[src/rtl/fwd_hazard_unit.sv]
// fwd_hazard_unit: operand forwarding and load-use hazard detection beside the ID/EX register.
//
// Keeps a shadow pipeline of destination records for EX (stage 0) and the FWD_DEPTH stages
// after it. Stage 0 also remembers the instruction's sources so EX forwarding selects can be
// produced from registered state only.
//
// Ports:
//   clk          rising-edge clock
//   rst_n        synchronous reset, active low
//   id_valid     ID holds a real instruction
//   id_rs        ID sources, operand i at [i*REG_ADDR_W +: REG_ADDR_W]
//   id_src_used  operand i is actually read
//   id_rd        ID destination register
//   id_reg_write ID instruction writes id_rd
//   id_mem_read  ID instruction is a load
//   flush        kill the ID instruction
//   stall        hold PC and IF/ID, bubble into ID/EX
//   fwd_sel      per-operand EX select, 0 = register file, k = stage k
//
// Optional build macro FWD_HAZARD_STATS_EN adds:
//   stat_clr     clear both counters
//   stall_cnt    saturating count of stall cycles
//   fwd_cnt      saturating count of cycles with any nonzero fwd_sel
module fwd_hazard_unit #(
  parameter int unsigned REG_ADDR_W = 5,
  parameter int unsigned NUM_SRC    = 2,
  parameter int unsigned FWD_DEPTH  = 2,
  parameter int unsigned LOAD_LAT   = 1,
  localparam int unsigned SEL_W     = $clog2(FWD_DEPTH + 1)
) (
  input  logic                          clk,
  input  logic                          rst_n,
  input  logic                          id_valid,
  input  logic [NUM_SRC*REG_ADDR_W-1:0] id_rs,
  input  logic [NUM_SRC-1:0]            id_src_used,
  input  logic [REG_ADDR_W-1:0]         id_rd,
  input  logic                          id_reg_write,
  input  logic                          id_mem_read,
  input  logic                          flush,
  output logic                          stall,
  output logic [NUM_SRC*SEL_W-1:0]      fwd_sel
`ifdef FWD_HAZARD_STATS_EN
  ,
  input  logic                          stat_clr,
  output logic [31:0]                   stall_cnt,
  output logic [31:0]                   fwd_cnt
`endif
);

  logic [FWD_DEPTH:0]            valid_q, valid_d, rw_q, rw_d, ld_q, ld_d;
  logic [REG_ADDR_W-1:0]         rd_q [FWD_DEPTH+1];
  logic [REG_ADDR_W-1:0]         rd_d [FWD_DEPTH+1];
  logic [NUM_SRC*REG_ADDR_W-1:0] rs0_q, rs0_d;
  logic [NUM_SRC-1:0]            used0_q, used0_d;

  logic [FWD_DEPTH:0]    elig;
  logic [REG_ADDR_W-1:0] cand_rs;
  logic                  cand_hit_ld;

  // A load only becomes a forwarding source once it is past LOAD_LAT stages after EX.
  always_comb begin
    elig = '0;
    for (int k = 1; k <= int'(FWD_DEPTH); k++) begin
      elig[k] = valid_q[k] && rw_q[k] && (rd_q[k] != '0) && (!ld_q[k] || k > int'(LOAD_LAT));
    end
  end

  // Scan old to young so the youngest match is the last assignment and wins.
  always_comb begin
    fwd_sel = '0;
    for (int i = 0; i < int'(NUM_SRC); i++) begin
      for (int k = int'(FWD_DEPTH); k >= 1; k--) begin
        if (valid_q[0] && used0_q[i] && elig[k] &&
            (rd_q[k] == rs0_q[i*REG_ADDR_W +: REG_ADDR_W])) begin
          fwd_sel[i*SEL_W +: SEL_W] = SEL_W'(k);
        end
      end
    end
  end

  // Youngest writer of each source decides; a younger non-load clears an older load's hazard.
  always_comb begin
    stall       = 1'b0;
    cand_rs     = '0;
    cand_hit_ld = 1'b0;
    for (int i = 0; i < int'(NUM_SRC); i++) begin
      cand_rs     = id_rs[i*REG_ADDR_W +: REG_ADDR_W];
      cand_hit_ld = 1'b0;
      for (int k = int'(FWD_DEPTH) - 1; k >= 0; k--) begin
        if (valid_q[k] && rw_q[k] && (rd_q[k] == cand_rs)) begin
          cand_hit_ld = ld_q[k] && (k + 1 <= int'(LOAD_LAT));
        end
      end
      if (id_valid && !flush && id_src_used[i] && (cand_rs != '0) && cand_hit_ld) begin
        stall = 1'b1;
      end
    end
  end

  always_comb begin
    valid_d = '0;
    rw_d    = '0;
    ld_d    = '0;
    for (int k = 0; k <= int'(FWD_DEPTH); k++) rd_d[k] = '0;
    rs0_d   = '0;
    used0_d = '0;
    for (int k = 1; k <= int'(FWD_DEPTH); k++) begin
      valid_d[k] = valid_q[k-1];
      rw_d[k]    = rw_q[k-1];
      ld_d[k]    = ld_q[k-1];
      rd_d[k]    = rd_q[k-1];
    end
    if (id_valid && !flush && !stall) begin
      valid_d[0] = 1'b1;
      rw_d[0]    = id_reg_write;
      ld_d[0]    = id_mem_read;
      rd_d[0]    = id_rd;
      rs0_d      = id_rs;
      used0_d    = id_src_used;
    end
  end

  always_ff @(posedge clk) begin
    if (!rst_n) begin
      valid_q <= '0;
      rw_q    <= '0;
      ld_q    <= '0;
      for (int k = 0; k <= int'(FWD_DEPTH); k++) rd_q[k] <= '0;
      rs0_q   <= '0;
      used0_q <= '0;
    end else begin
      valid_q <= valid_d;
      rw_q    <= rw_d;
      ld_q    <= ld_d;
      for (int k = 0; k <= int'(FWD_DEPTH); k++) rd_q[k] <= rd_d[k];
      rs0_q   <= rs0_d;
      used0_q <= used0_d;
    end
  end

`ifdef FWD_HAZARD_STATS_EN
  logic [31:0] stall_cnt_q, stall_cnt_d, fwd_cnt_q, fwd_cnt_d;

  always_comb begin
    stall_cnt_d = stall_cnt_q;
    fwd_cnt_d   = fwd_cnt_q;
    if (stat_clr) begin
      stall_cnt_d = '0;
      fwd_cnt_d   = '0;
    end else begin
      if (stall && (stall_cnt_q != '1)) stall_cnt_d = stall_cnt_q + 32'd1;
      if ((|fwd_sel) && (fwd_cnt_q != '1)) fwd_cnt_d = fwd_cnt_q + 32'd1;
    end
  end

  always_ff @(posedge clk) begin
    if (!rst_n) begin
      stall_cnt_q <= '0;
      fwd_cnt_q   <= '0;
    end else begin
      stall_cnt_q <= stall_cnt_d;
      fwd_cnt_q   <= fwd_cnt_d;
    end
  end

  assign stall_cnt = stall_cnt_q;
  assign fwd_cnt   = fwd_cnt_q;
`endif

endmodule

[config.mk]
export PLATFORM = sky130hd
export DESIGN_NAME = fwd_hazard_unit
export DESIGN_NICKNAME = d
export VERILOG_FILES = /design/src/rtl/fwd_hazard_unit.sv
export SDC_FILE = /design/constraint.sdc
export NUM_CORES = 1
export LEC_CHECK = 0
export BUFFER_PORTS_ARGS = -buffer_cell sky130_fd_sc_hd__buf_2
export CORE_MARGIN = 2
export CORE_UTILIZATION = 45
export DETAILED_ROUTE_END_ITERATION = 7
export GPL_ROUTABILITY_DRIVEN = 0
export PLACE_DENSITY = 0.71
export SKIP_CTS_REPAIR_TIMING = 1
export SLEW_MARGIN = 20
export SYNTH_ARGS = -nofsm -noshare
export SYNTH_HDL_FRONTEND = slang
export SYNTH_SLANG_ARGS = --single-unit
[constraint.sdc]
create_clock -name clk -period 3.4 [get_ports clk]
set_input_delay 0 -clock clk [delete_from_list [all_inputs] [get_ports clk]]
set_output_delay 0 -clock clk [all_outputs]
set_load 0.05 [all_outputs]
==> results.json <==
{
  "outcome": "complete, no violations",
  "fin_cells": 254,
  "wire_length_of_the_first_global_routing_pass_um": 5713,
  "finalWorstPathRequiredPeriod_ns": 2.110,
  "worstSetupPathType": "reg -> out",
  "power-per-cell-area_nw_per_um2": 357.5,
  "nFillCells": 290,
  "synthTopCellsByArea": "dfxtp_1 (43%), xnor2_1 (13%), nor3_2 (12%), nand3_1 (7.1%), and2_1 (5.8%)",
  "coreArea_um2": 3416,
  "worst-path-max-fanout": 9,
  "gr-usage-all-layers_pct": 18.18,
  "fraction_of_layout_instances_using_a_drive_strength_above_1_pct": 29.81,
  "drt_iter0_drc": 42,
  "grt_pass1_vias": 1204,
  "postLayoutCoreUtil_pct": 59.63,
  "synth.lib_cells_used.distinct": 24,
  "post_synth_top_area_cell": "dfxtp_1",
  "post_drt_wl_per_cell_um": 14.58,
  "detail_route.drc_violations": 0,
  "globalRouteOverflowTotal": 0,
  "worstSetupEndpointType": "output port",
  "die_width_um": 64.15,
  "initial_utilization_pct": 47.66,
  "place_ws_ns": 1.522,
  "worst_slack_ns": 1.290,
  "worst-slew-pin-transition_ns": 0.6442,
  "sequential_cell_area_um2": 700.7,
  "die_height_um": 64.15,
  "post_synth_most_frequent_cells": "dfxtp_1 (35), xnor2_1 (24), nand3_1 (23)",
  "post_synth_instance_area_um2": 1628,
  "power.static_leakage_nw": 0.8667,
  "ys_dominant_reg_cell": "dfxtp_1",
  "vias_per_cell": 5.138,
  "fin_crit_sh_pct": 62.05,
  "hold_depth": 5,
  "tritoncts": "yes",
  "clock-skew-final_ns": 0.003647,
  "cts_inserted_buffers": 5,
  "ioPinCount": 28,
  "synth_top_area_share_pct": 43.04,
  "io_buffers": 27,
  "post-place-cells": 227,
  "synthesis.yosys.warnings": 0,
  "placementRows": 21,
  "detail-route-antenna-nets": 0,
  "finish.net_count": 230,
  "setup_viol_count_final": 0,
  "rsz_0062_raised_after_global_routing": "false",
  "drt_pre_antenna_iters": 4,
  "antenna_violations_before_repair": 0,
  "detailed_place_hpwl_um": 2553,
  "cp_arrival_ns": 2.11,
  "synth_fp_nets": 184,
  "worst_slew_margin_rel_pct": 56.73,
  "clock_sink_count": 35,
  "synth_seq_cells": 35,
  "finalSetupTns_ns": 0,
  "clk_lat_worst_skew_ns": 0.34,
  "synth_enable_flop_cells": 0,
  "worst-endpoint-required_ns": 3.40,
  "clkTransAtPathRegs_ns": 0.10,
  "min-delay-path-class": "in -> reg",
  "cap_violations": 0,
  "reg2reg_depth": 5,
  "grt_max_degree": 36,
  "yosysSeqAreaShare_pct": 43.04,
  "syn-instance-count": 161,
  "max_clock_freq_ghz": 0.4740,
  "multiInputGateArea_um2": 869.6,
  "worst_ir_drop_vdd_v": 0.0002226,
  "vias": 1305,
  "area_overhead_of_the_layout_relative_to_synthesis_pct": 25.13,
  "syn_area_per_cell_um2": 10.11,
  "fp.dieArea_um2": 4115,
  "worstSetupStartpointType": "flip-flop",
  "hold_viol_final": 0,
  "cts-htree-levels": 2,
  "cts_max_path_buffers": 2,
  "diodes": 0,
  "final.hold.worst_slack_ns": 0.1449,
  "async_set_or_reset_flop_fraction_in_the_synthesized_netlist_pct": 0,
  "drt-total-wl_um": 3704,
  "clock_tree.root_cell": "clkbuf_4",
  "yosysMostFrequentCell": "dfxtp_1",
  "maxSlewViolCount": 0
}
## sequential cells by signal (all words and copies together), names as in the netlist
signal,flops
ld_q,2
rd_q,15
rs0_q,10
rw_q,3
used0_q,2
valid_q,3
## worst max-delay path, stage by stage, from the launching register on
cell and delay [ns]:
dfxtp_1 0.41, xnor2_1 0.14, nand3_1 0.13, nor4_4 0.64, or2_1 0.19, buf_2 0.26
## metrics by stage
step	total power, mW	area [um2]
after floorplan	0.4726	1628
after global placement	0.4984	1793
after detailed placement	0.5004	1793
after CTS	0.7147	1847
after global routing	0.7600	2037
final	0.7282	2037
## layout make-up
type | instances | area share, %
multi-input combinational | 114 | 42.69
clock buffer | 6 | 2.027
tap | 46 | 2.826
inverter | 2 | 0.3686
clock inverter | 2 | 0.6143
sequential | 35 | 34.40
timing repair buffer | 49 | 17.08
## final timing paths
| check | from | endpoint | slack, ns |
|---|---|---|---|
| min | flush | valid_q[0] | 0.14 |
| max reg2reg | rd_q[0][3] | rs0_q[8] | 1.51 |
| max | rd_q[0][3] | stall | 1.29 |
| min reg2reg | valid_q[1] | valid_q[2] | 0.47 |
## cell families after synthesis
logic type | share of synthesized area, %
AND/OR/NAND/NOR | 35.43
buffers and inverters | 4.612
XOR/XNOR | 15.07
AO/OA/AOI/OAI | 1.845
flip-flops | 43.04
## report_power, final
part           switching, mW  internal [mW]  leakage (nW)
sequential           0.00849          0.419         0.284
clock                  0.139         0.0797        0.0282
combinational         0.0372         0.0447         0.554
total                  0.185          0.543         0.867
## metal layers
metal | routed length (um) | GRT usage [%] | part of all wire (%) | up-vias
li1 | - | - | - | 645
met1 | 1616 | 22.30 | 44 | 622
met2 | 1906 | 30.34 | 51 | 31
met3 | 127 | 5.282 | 3.4 | 7
met4 | 54 | 6.383 | 1.5 | 0
met5 | 0 | 0 | 0 | -
## layout by cell type (no fill, tap or decap)
cell type      instances
dfxtp_1               35
buf_2                 27
xnor2_1               24
nand3_1               23
nor3_2                20
dlygate4sd3_1         19
and2_1                15
or4_1                  5
clkbuf_4               5
nand4_1                4
xor2_1                 4
nand2_1                3
buf_4                  3
inv_1                  2
nor4_1                 2
nand2b_1               2
nor4_4                 2
nor2_1                 2
o2111ai_1              1
or4_4                  1
a21oi_2                1
nor2b_1                1
nand4_2                1
a21oi_1                1
or2_1                  1
o211ai_1               1
clkinv_2               1
clkinvlp_4             1
clkbuf_1               1
Note: power is estimated with default switching activity, not from simulation.
